## src/rtl/uart_tx_arb_pkg.sv

```systemverilog
// ---------------------------------------------------------------------------
// uart_tx_arb_pkg
// Shared uart definitions for the byte arbiter in front of uart_tx:
//   - arb_state_e : 2-bit FSM state encoding (IDLE/ISSUE/ARM/DRAIN)
//   - ARB_NREQ_DEF / ARB_IDW_DEF : default requester count and grant width
//   - rr_index() : requester index reached 'offset' steps after 'last'
// ---------------------------------------------------------------------------
package uart_tx_arb_pkg;

  typedef enum logic [1:0] {
    ST_IDLE  = 2'd0,
    ST_ISSUE = 2'd1,
    ST_ARM   = 2'd2,
    ST_DRAIN = 2'd3
  } arb_state_e;

  localparam int ARB_NREQ_DEF = 4;
  localparam int ARB_IDW_DEF  = 2;

  function automatic int rr_index(input int last, input int offset, input int nreq);
    return (last + offset) % nreq;
  endfunction

endpackage

```

## src/rtl/uart_tx_arb_rr_pick.sv

```systemverilog
// ---------------------------------------------------------------------------
// rr_pick
// Combinational round-robin search. The search begins one position after
// 'last' (wrapping modulo NREQ) and the first set bit of 'valid' wins.
// Ports:
//   valid  [NREQ-1:0] in  : eligible requesters
//   last   [IDW-1:0]  in  : index of the previous winner
//   found             out : at least one requester is eligible
//   winner [IDW-1:0]  out : index of the winning requester (0 when !found)
// ---------------------------------------------------------------------------
module rr_pick
  import uart_tx_arb_pkg::*;
#(
  parameter int NREQ = ARB_NREQ_DEF,
  parameter int IDW  = ARB_IDW_DEF
) (
  input  logic [NREQ-1:0] valid,
  input  logic [IDW-1:0]  last,
  output logic            found,
  output logic [IDW-1:0]  winner
);

  logic [2*NREQ-1:0] valid_dbl;
  logic [NREQ-1:0]   valid_rot;

  // Rotating a doubled copy puts requester last+1 at bit 0, so a plain
  // lowest-bit-first scan gives the round-robin order.
  assign valid_dbl = {valid, valid};
  assign valid_rot = NREQ'(valid_dbl >> (int'(last) + 1));

  // NOTE: every output of an always_comb gets a default before any branch;
  // a path that leaves one unassigned would infer a latch.
  always_comb begin
    found  = 1'b0;
    winner = '0;
    for (int i = 0; i < NREQ; i++) begin
      if (!found && valid_rot[i]) begin
        found  = 1'b1;
        winner = IDW'(rr_index(int'(last), i + 1, NREQ));
      end
    end
  end

endmodule

```

## src/rtl/uart_tx_arb.sv

```systemverilog
// ---------------------------------------------------------------------------
// uart_tx_arb
// Round-robin arbiter feeding bytes from NREQ requesters into one uart_tx.
// FSM: IDLE -> ISSUE -> ARM -> DRAIN -> IDLE. A byte is picked in IDLE while
// the transmitter is free, issued with a one-cycle tx_en / req_ready pulse,
// then the arbiter waits one cycle for tx_busy to rise and drains until it
// falls again.
// Build option: define UART_ARB_LOCK_EN to enable message locking -- after a
// byte without req_last, only the same requester is eligible until a byte
// with req_last is issued. Without it req_last is ignored.
// Ports:
//   clk, resetn              : clock, synchronous active-low reset
//   req_valid/req_data/req_last : per-requester byte (byte i at [8i+7:8i])
//   req_ready                : one-hot accept pulse to the winner
//   tx_en, tx_data, tx_busy  : uart_tx handshake
//   grant_id                 : current or last granted requester
//   arb_busy                 : FSM is not IDLE
//   sent_count               : bytes issued since reset (wraps)
// ---------------------------------------------------------------------------
module uart_tx_arb
  import uart_tx_arb_pkg::*;
#(
  parameter int NREQ = ARB_NREQ_DEF,
  parameter int IDW  = ARB_IDW_DEF
) (
  input  logic              clk,
  input  logic              resetn,
  input  logic [NREQ-1:0]   req_valid,
  input  logic [8*NREQ-1:0] req_data,
  input  logic [NREQ-1:0]   req_last,
  output logic [NREQ-1:0]   req_ready,
  output logic              tx_en,
  output logic [7:0]        tx_data,
  input  logic              tx_busy,
  output logic [IDW-1:0]    grant_id,
  output logic              arb_busy,
  output logic [31:0]       sent_count
);

  // Reset value of last_grant makes requester 0 the first winner.
  localparam logic [IDW-1:0] LAST_RST = IDW'(NREQ - 1);

  arb_state_e      state_q,      state_d;
  logic            tx_en_q,      tx_en_d;
  logic [NREQ-1:0] req_ready_q,  req_ready_d;
  logic [7:0]      tx_data_q,    tx_data_d;
  logic [IDW-1:0]  grant_q,      grant_d;
  logic [IDW-1:0]  last_grant_q, last_grant_d;
  logic [31:0]     sent_count_q, sent_count_d;

  logic [NREQ-1:0] eligible;
  logic            pick_found;
  logic [IDW-1:0]  pick_id;
  logic [7:0]      pick_byte;

`ifdef UART_ARB_LOCK_EN
  logic lock_q, lock_d;
  logic pick_last;

  // While locked, only the owner of the open message may win, even if it
  // has momentarily dropped req_valid.
  assign eligible = lock_q ? (req_valid & (NREQ'(1) << last_grant_q)) : req_valid;

  always_comb begin
    pick_last = 1'b0;
    for (int i = 0; i < NREQ; i++) begin
      if (pick_id == IDW'(i)) pick_last = req_last[i];
    end
  end
`else
  logic unused_req_last;

  assign eligible        = req_valid;
  assign unused_req_last = ^req_last;
`endif

  rr_pick #(
    .NREQ (NREQ),
    .IDW  (IDW)
  ) u_rr_pick (
    .valid  (eligible),
    .last   (last_grant_q),
    .found  (pick_found),
    .winner (pick_id)
  );

  always_comb begin
    pick_byte = '0;
    for (int i = 0; i < NREQ; i++) begin
      if (pick_id == IDW'(i)) pick_byte = req_data[8*i +: 8];
    end
  end

  always_comb begin
    state_d      = state_q;
    tx_en_d      = 1'b0;
    req_ready_d  = '0;
    tx_data_d    = tx_data_q;
    grant_d      = grant_q;
    last_grant_d = last_grant_q;
    sent_count_d = sent_count_q;
`ifdef UART_ARB_LOCK_EN
    lock_d       = lock_q;
`endif
    unique case (state_q)
      ST_IDLE: begin
        // An externally busy transmitter blocks issue entirely.
        if (!tx_busy && pick_found) begin
          state_d      = ST_ISSUE;
          // Pulses and the count are registered here so that they are
          // visible exactly during the ISSUE cycle.
          tx_en_d      = 1'b1;
          req_ready_d  = NREQ'(1) << pick_id;
          tx_data_d    = pick_byte;
          grant_d      = pick_id;
          last_grant_d = pick_id;
          sent_count_d = sent_count_q + 32'd1;
`ifdef UART_ARB_LOCK_EN
          lock_d       = !pick_last;
`endif
        end
      end
      ST_ISSUE: state_d = ST_ARM;
      // The transmitter raises busy one cycle after tx_en; ARM lets that
      // happen before DRAIN starts looking at it.
      ST_ARM:   state_d = ST_DRAIN;
      ST_DRAIN: if (!tx_busy) state_d = ST_IDLE;
      default:  state_d = ST_IDLE;
    endcase
  end

  // NOTE: state is updated with non-blocking assignments so every flop
  // samples the pre-edge values; the reset is synchronous, so it only acts
  // on a rising edge of clk.
  always_ff @(posedge clk) begin
    if (!resetn) begin
      state_q      <= ST_IDLE;
      tx_en_q      <= 1'b0;
      req_ready_q  <= '0;
      tx_data_q    <= '0;
      grant_q      <= '0;
      last_grant_q <= LAST_RST;
      sent_count_q <= '0;
`ifdef UART_ARB_LOCK_EN
      lock_q       <= 1'b0;
`endif
    end else begin
      state_q      <= state_d;
      tx_en_q      <= tx_en_d;
      req_ready_q  <= req_ready_d;
      tx_data_q    <= tx_data_d;
      grant_q      <= grant_d;
      last_grant_q <= last_grant_d;
      sent_count_q <= sent_count_d;
`ifdef UART_ARB_LOCK_EN
      lock_q       <= lock_d;
`endif
    end
  end

  assign tx_en      = tx_en_q;
  assign req_ready  = req_ready_q;
  assign tx_data    = tx_data_q;
  assign grant_id   = grant_q;
  assign arb_busy   = (state_q != ST_IDLE);
  assign sent_count = sent_count_q;

endmodule

```

## config.mk

```make
export PLATFORM = sky130hd
export DESIGN_NAME = uart_tx_arb
export DESIGN_NICKNAME = d
export VERILOG_FILES = /design/src/rtl/uart_tx_arb_pkg.sv /design/src/rtl/uart_tx_arb_rr_pick.sv /design/src/rtl/uart_tx_arb.sv
export SDC_FILE = /design/constraint.sdc
export NUM_CORES = 1
export LEC_CHECK = 0
export CORE_MARGIN = 2
export CORE_UTILIZATION = 50
export CTS_BUF_LIST = sky130_fd_sc_hd__clkbuf_8
export DETAILED_ROUTE_END_ITERATION = 6
export MAX_ROUTING_LAYER = met4
export PLACE_DENSITY = 0.85
export SYNTH_ARGS = -nofsm -noshare
export SYNTH_HDL_FRONTEND = slang
export SYNTH_SLANG_ARGS = --single-unit
export TNS_END_PERCENT = 50
```

## constraint.sdc

```tcl
create_clock -name clk -period 3.9 [get_ports clk]
set_input_delay 0.78 -clock clk [delete_from_list [all_inputs] [get_ports clk]]
set_output_delay 0.78 -clock clk [all_outputs]
set_load 0.01 [all_outputs]
```

Yosys cells after proc, flatten, opt, wreduce, memory -nomap -nowiden:

Cells that the tools add are included.

* input bits: 43
* memories: 0
* latch bits: 0
* word-level logic and storage cells: 53
* output and inout bits: 48
* memory bits (writable): 0
* ROM bits: 0
* register bits after elaboration: 51

* multiplexer cells: 16
* add/subtract/negate cells: 5
* reductions and logical operators: 15
* order comparisons: 0
* bitwise operators: 0
* div/mod/pow operators: 0
* shift operators: 2
* equal/unequal tests: 8
* multipliers: 0

Operators by type and width (count)
* $add A32 B1 Y32 const B: 1
* $mux W8: 4
* $mux W2: 6
* $eq A2 B2 Y1 const B: 4
* $pmux W2 S4: 1
* $shr A8 B3 Y4: 1
* $reduce_and A2 Y1: 3
* $mux W1: 5
* $add A2 B2 Y2 const B: 2
* $eq A2 B1 Y1 const B: 2
* $logic_and A1 B1 Y1: 4
* $logic_not A1 Y1: 4
* $logic_not A2 Y1: 2
* $ne A2 B2 Y1 const B: 2
* $shl A1 B2 Y4 const A: 1
* $add A2 B1 Y3 const B: 1
* $reduce_and A3 Y1: 1
* $add A2 B1 Y2 const B: 1
* $reduce_bool A2 Y1: 1

Longest topological paths before layout:

Gate-level depths: netlist (run 1).

* word-level depth: 17
* mapped depth: 9
* mapped depth without buffers: 7

Modules after synthesis:

A second synthesis (run 1) with hierarchy kept.

* cell total of the unflattened synthesis: 284
* area, all modules: 2536.2 sq um

Modules (own cells, without submodules)
* uart_tx_arb: instances 1, cells each 270, area an instance 2457.4 sq um, seq. area each 1021.0 sq um
* rr_pick: instances 1, cells each 14, area an instance 78.8 sq um, seq. area each 0.0 sq um

Worst setup path before layout (run 1):

Ideal clock, no wire load.

* kind: input port to flip-flop
* start: in req_valid[0]
* end: reg tx_data_q[1] (netlist: tx_data[1])
* data arrival time: 2.069 ns
* stages on the path: 6
* setup time: 0.122 ns
* data required time: 3.778 ns
* slack: 1.709 ns
* cell sequence: and2b_4 -> o21ba_4 -> nor2_2 -> buf_6 -> mux2_4 -> a221o_1

* cells in the longest elaborated chain, start to end: 16

RTL lines
* from (decl): line uart_tx_arb.sv:28 `input logic [NREQ-1:0] req_valid,`
* $shr A8 B3 Y4 (*): line uart_tx_arb_rr_pick.sv:29 `assign valid_rot = NREQ'(valid_dbl >> (int'(last) + 1));`
* $mux W1: line uart_tx_arb_rr_pick.sv:37 `if (!found && valid_rot[i]) begin`
* $logic_not A1 Y1: line uart_tx_arb_rr_pick.sv:37
* $logic_and A1 B1 Y1: line uart_tx_arb_rr_pick.sv:37
* $mux W1: line uart_tx_arb_rr_pick.sv:37
* $logic_not A1 Y1: line uart_tx_arb_rr_pick.sv:37
* $logic_and A1 B1 Y1: line uart_tx_arb_rr_pick.sv:37
* $mux W1: line uart_tx_arb_rr_pick.sv:37
* $logic_not A1 Y1: line uart_tx_arb_rr_pick.sv:37
* $logic_and A1 B1 Y1: line uart_tx_arb_rr_pick.sv:37
* $mux W2: line uart_tx_arb_rr_pick.sv:37
* $logic_not A2 Y1: line uart_tx_arb.sv:90 `if (pick_id == IDW'(i)) pick_byte = req_data[8*i +: 8];`
* $mux W8 (4 in a row): line uart_tx_arb.sv:90
* to (signal assigned): line uart_tx_arb.sv:151 `tx_data_q <= tx_data_d;`
* to (decl): line uart_tx_arb.sv:46 `logic [7:0] tx_data_q, tx_data_d;`

Mark *: on every way between the ends. The rest lies on a longest branch, timed or not.
A chain may end at the register's enable or synchronous reset.

Final worst setup path (run 1):

* start: in req_valid[3]
* end: reg tx_data_q[4] (netlist: tx_data[4])

Same word-level chain as after synthesis.

==> out/results.ini, run 1 <==
[status]
status = finished, final reports clean

[clock_network]
cts_setup_buffers = 0
clockBufferDepth = 2
path_clk_slew_ns = 0.09
cts_tree = yes
hold_buffers = 0
clkLatencyLatePin_ns = 0.31
cts_max_level = 2
cts.sinks = 51
ctsResizeCount = 0
cts-root-buf = clkbuf_8
cts-buffers-inserted = 5

[sta]
setup_violations = 0
rsz0062_at_grt = false
finalMaxSlewViolations = 0
slew_headroom_pct = 23.2
fin_crit_sh_pct = 69.5
hold_viol_final = 0
finClkSkew_ns = 0.00773
timing.fmax_mhz = 369
final.setup.tns_ns = 0
worstMarginPinSlew_ns = 1.14
fin_crit_ns = 2.71

[power]
p_int_mw = 1.01
power_frac_clock_pct = 26.7
worst_ir_drop_vdd_v = 0.000275
p_seq_share_pct = 43.3
power.share.switching_pct = 29.9
leakage_nw = 1.43
p_sw_mw = 0.431
powerDensity_nw_per_um2 = 391
pwr-share-comb_pct = 30.0

[detailed_routing]
post-route-drc-count = 0
wirelength_um = 6540
first_pass_iters = 4
wl_per_cell_um = 14.8
ant_nets = 0
vias = 2375
drt-initial-drc-count = 70
via_per_inst = 5.39

[synthesis]
synthMuxAreaShare_pct = 5.87
seq_area_frac_synth_pct = 38.3
yosysTopAreaCellShare_pct = 38.3
synth_area_um2 = 2660
ys.flop_type = dfxtp_1
syn_avg_cell_area_um2 = 9.28
synth_xor_area_share_pct = 8.22
synth_area_leader_cell = dfxtp_1
syn-num-nets = 335
synth-compound-area-share_pct = 12.8
synth_area_leaders = dfxtp_1 (38%), xnor2_1 (6.6%), and2_1 (6.1%)
yosys_register_bits = 51
ys_warn_count = 0
synthAdderAreaFrac_pct = 2.35
synthCells = 287
ys_types = 48
synth_top_family_by_area = simple AND/OR/NAND/NOR gates
synth_edf_count = 0
async_flop_share_pct = 0
synth-simple-area-share_pct = 28.6

[critical_path]
regToRegStartpoint = state_q[0]
arrival_ns = 2.96
crit_fanout = 9
critPathKind = in2reg
critical_path_required_ns = 4.15
cp-start-kind = primary input
r2r_cells = 7
cp-end-kind = flop
cp-startpoint = req_valid[3]

[finish]
fin_nets = 418
syn_to_final_growth_pct = 38.5
final_area_um2 = 3690
antenna_cells = 0
layout.cells.non_filler = 441
drive_gt1_share_pct = 8.36

[global_route]
antenna_found_initial = 0
grt_pass1_vias = 2211
grt_max_degree = 46
grt_pass1_wl_um = 10300
overflow = 0
track_usage_pct = 22.3

[floorplan]
die_h_um = 77.0
core.rowCount = 26
die_area_um2 = 5930
core_area_um2 = 5110
io_pins = 91
start_util_pct = 52.1
die_width_um = 77.0

[placement]
gp_congestion = 0.864
placedCellCount = 433
dpl_cell_area_um2 = 3570
port_buffers = 86
place_hpwl_um = 4830

[hold_path]
hp-class = reg2reg
min_from = sent_count[30]
min_path_cells = 2

[run]
cap_violations = 0

[synthesized netlist by cell type, types with 3 or more instances]
library cell / n
buf_2: 5
inv_1: 6
nand3_1: 21
mux2i_1: 7
clkbuf_1: 8
ha_1: 5
a21boi_0: 4
nand4_1: 14
nor3_1: 3
and3_1: 8
a21oi_1: 8
xnor2_1: 20
and2_1: 26
nand2b_1: 6
o21ai_0: 14
xor2_1: 5
mux2_4: 5
nor2b_1: 6
nand2_1: 18
nor2_1: 9
a221o_1: 6
dfxtp_1: 51
[through the flow]
step | hold WS (ns) | worst slack, ns | util, % | power (mW)
floorplan | 0.494 | 1.71 | - | 0.884
global placement | 0.466 | 0.904 | 69.9 | 1.05
finish | 0.500 | 1.19 | 72.2 | 1.44
global route | 0.518 | 1.03 | 72.2 | 1.51
detailed placement | 0.472 | 0.893 | 69.9 | 1.07
CTS | 0.500 | 1.20 | 72.2 | 1.45
[flip-flops by register name (all words and copies together), names as in the netlist]
register      count
sent_count       32
tx_data           8
req_ready         4
grant_id          2
last_grant_q      2
state_q           2
tx_en             1
[metal layers]
metal | share of wire (%) | global-route usage [%] | up-vias | wire, µm
li1 | - | - | 1180 | -
met1 | 43 | 25.5 | 1137 | 2810
met2 | 52 | 39.9 | 48 | 3390
met3 | 3.2 | 3.53 | 10 | 209
met4 | 2.0 | 7.32 | 0 | 134
met5 | 0 | - | - | 0
[critical path: stages]
cell and delay (ns):
clkdlybuf4s50_1 0.51, nor4_4 0.57, nor2_1 0.27, nor2b_1 0.56, a221o_1 0.27
[worst paths after layout]
path | end | slack (ns)
hold reg to reg | sent_count[30] | 0.50
setup reg to reg | tx_data[6] | 1.59
hold / removal | sent_count[30] | 0.50
setup / recovery | tx_data[4] | 1.19
[cells by family (layout without fill, tap and decap cells)]
kind of cell | count (synthesis) | after routing
xor gates and xnor gates | 25 | 25
and+or+nand+nor | 126 | 126
DFF | 51 | 51
muxes | 13 | 13
adders and majority gates | 5 | 5
AOI/OAI and AO/OA | 46 | 46
buffers and inverters | 21 | 105
[power groups by stage]
stage	Clock (mW)	Combinational [mW]	Sequential [mW]
global route	0.409	0.469	0.631
floorplan	0	0.246	0.638
CTS	0.390	0.436	0.623
detailed placement	0	0.433	0.634
global placement	0	0.418	0.630
finish	0.386	0.433	0.624
[cells in the final DEF, fill, tap and decap left out, types with 2 or more instances in the layout]
cell	synthesis	routed
nor4_4	2	2
nor2b_1	6	6
nand2_1	18	18
a21boi_0	4	4
buf_4	0	5
inv_1	6	6
mux2i_1	7	7
and4_1	2	2
o21ai_0	14	14
ha_1	5	5
mux2_4	5	5
nand2b_1	6	6
xnor2_1	20	20
nor3b_1	2	2
clkdlybuf4s50_1	0	86
nand4_1	14	14
dfxtp_1	51	51
nor2_1	9	9
a221o_1	6	6
xor2_1	5	5
o211ai_1	2	2
clkbuf_8	0	6
and3_1	8	8
nor3_1	3	3
and2_1	26	26
nand4_2	2	2
a21oi_1	8	8
nand3_1	21	21
[cell type report]
class | instances | area (µm²)
fill | 421 | 1420
timing repair buffer | 91 | 898
inverter | 6 | 22.5
clock inverter | 2 | 35.0
sequential | 51 | 1020
tap | 70 | 87.6
multi-input combinational | 215 | 1540
clock buffer | 6 | 82.6
Power figures use the tool's default switching activity.
==> inputs of run 2 (changes only) <==
- CORE_UTILIZATION: 50 -> 42
- PLACE_DENSITY: 0.85 -> 0.76
- clock period: 3.9 -> 2.35 ns (I/O delays scaled with it)
==> run 2 against run 1 <==
Net effect:
- flip-flop and latch count is the same
- core utilization shrank 10 points
- power grew 69%
- cell area grew 4.8%
- clock power grew 60%
- wire length grew 0.61%
- sequential share of layout area shrank 1.3 points
- global-route usage shrank 3.2 points
- first-iteration DRC count shrank 11%
- via count grew 2.0%
- critical path depth grew 2
- clock skew grew 0.0041 ns
==> out/results.ini, run 2 (synthesized netlist as in run 1, its figures left out) <==
[status]
status = finished, final reports clean

[critical_path]
cp-start-kind = primary input
regToRegStartpoint = last_grant_q[1]
cp-end-kind = flop
critPathKind = in2reg
cp-startpoint = req_valid[0]
arrival_ns = 2.31  ; -0.65 ns
critical_path_required_ns = 2.54  ; -1.61 ns
crit_fanout = 4  ; -5

[placement]
port_buffers = 86  ; unchanged
place_hpwl_um = 5020  ; +3.9%
gp_congestion = 0.767  ; -11%
dpl_cell_area_um2 = 3750  ; +5.0%

[power]
power.share.switching_pct = 29.9  ; +0.030 points
p_int_mw = 1.71  ; +69%
leakage_nw = 1.53  ; +7.2%
pwr-share-comb_pct = 32.3  ; +2.3 points
powerDensity_nw_per_um2 = 631  ; +61%
p_seq_share_pct = 42.4  ; -0.9 points
p_sw_mw = 0.729  ; +69%
worst_ir_drop_vdd_v = 0.000429  ; +56%
power_frac_clock_pct = 25.3  ; -1.4 points

[clock_network]
path_clk_slew_ns = 0.09  ; about the same
cts-buffers-inserted = 5  ; unchanged
clockBufferDepth = 2  ; unchanged
cts_tree = yes
cts_setup_buffers = 0  ; unchanged
clkLatencyLatePin_ns = 0.31  ; about the same
cts_max_level = 2  ; unchanged
cts.sinks = 51  ; unchanged
cts-root-buf = clkbuf_8

[floorplan]
core.rowCount = 29  ; +12%
die_h_um = 83.6  ; +8.6%
io_pins = 91  ; unchanged
die_area_um2 = 6990  ; +18%
core_area_um2 = 6240  ; +22%
die_width_um = 83.6  ; +8.6%
start_util_pct = 42.7  ; -9.5 points

[finish]
final_area_um2 = 3860  ; +4.8%
drive_gt1_share_pct = 13.5  ; +5.2 points
fin_nets = 439  ; +5.0%
syn_to_final_growth_pct = 45.2
mostFrequentLayoutCells = clkdlybuf4s50_1 (86), dfxtp_1 (51), and2_1 (26)
final_common_cell = clkdlybuf4s50_1
largest_reg_flops = 32  ; unchanged
antenna_cells = 0  ; unchanged

[sta]
slew_headroom_pct = 68.8  ; +46 points
rsz0062_at_grt = false
setup_violations = 0  ; unchanged
fin_crit_sh_pct = 90.3
finClkSkew_ns = 0.0118  ; +0.00408 ns
worstMarginPinSlew_ns = 0.465  ; -0.678 ns
finalMaxSlewViolations = 0  ; unchanged
hold_viol_final = 0  ; unchanged
fin_crit_ns = 2.12
timing.fmax_mhz = 471
final.setup.tns_ns = 0  ; unchanged
timing.hold.ws_ns = 0.492  ; -0.00819 ns

[hold_path]
hp-class = reg2reg
min_from = sent_count[30]

[detailed_routing]
ant_nets = 0  ; unchanged
wl_per_cell_um = 14.0  ; -5.4%
vias = 2422  ; +2.0%
first_pass_iters = 4  ; unchanged
drt-initial-drc-count = 62  ; -11%
wirelength_um = 6580  ; +0.61%
via_per_inst = 5.16  ; -4.1%
post-route-drc-count = 0  ; unchanged

[global_route]
grt_pass1_vias = 2374  ; +7.4%
antenna_found_initial = 0  ; unchanged
grt_pass1_wl_um = 10800  ; +4.7%
grt_max_degree = 46  ; unchanged
overflow = 0  ; unchanged
track_usage_pct = 19.2  ; -3.2 points

[run]
cap_violations = 0  ; unchanged

-- run 2: cell types whose count changed in the layout (fill, tap and decap cells not counted), sizes merged --
cell    delta
buf       +21
clkbuf     -1
clkinv     +1
-- run 2: what timing repair did --
| item | in CTS | in global routing |
|---|---|---|
| hold buffers | 0 | 0 |
| gates resized for setup | 0 | 1 |
| endpoints found under the setup margin | 0 | 2 |
-- run 2: path summary, 6_finish.rpt --
path	depth (start not counted)	endpoint	slack, ns
max	7	tx_data[0]	0.23
min	2	sent_count[30]	0.49
max reg2reg	6	tx_data[0]	0.30
min reg2reg	2	sent_count[30]	0.49
-- run 2: routing by layer --
metal | track usage [%] | vias up | part of all wire (%)
li1 | - | 1219 | -
met1 | 22.1 | 1144 | 43
met2 | 33.7 | 46 | 52
met3 | 3.17 | 13 | 2.7
met4 | 6.60 | 0 | 2.2
met5 | - | - | 0
-- run 2: power groups by stage --
stage | logic (mW) | clock network (mW) | registers [mW]
detailed placement | 0.789 | 0 | 1.05
finish | 0.787 | 0.617 | 1.03
global placement | 0.761 | 0 | 1.05
floorplan | 0.408 | 0 | 1.06
CTS | 0.794 | 0.636 | 1.03
global route | 0.858 | 0.666 | 1.04
-- run 2: area by class of cell --
| cell class | instances | area [µm²] |
|---|---|---|
| repair buffers | 112 | 1070 |
| flip-flops and latches | 51 | 1020 |
| well taps | 77 | 96.3 |
| inverters | 6 | 22.5 |
| multi-input cells | 215 | 1540 |
| fillers | 565 | 2380 |
| clock buffers | 5 | 68.8 |
| clock inverters | 3 | 43.8 |
-- run 2: worst max-delay path, cell delays in order --
cell	delay, ns
clkdlybuf4s50_1	0.49
and2b_4	0.21
o21ba_4	0.22
nor2_2	0.13
buf_4	0.16
mux2_2	0.33
a221o_1	0.30
-- run 2: stage by stage --
step | cells | setup WS, ns | utilization (%) | power (mW)
after global placement | 461 | -0.112 | 60.1 | 1.81
after floorplan | 287 | 0.469 | - | 1.47
after global routing | 469 | 0.150 | 61.9 | 2.57
final | 469 | 0.227 | 61.9 | 2.44
after CTS | 469 | 0.132 | 61.9 | 2.46
after detailed placement | 461 | -0.160 | 60.1 | 1.84
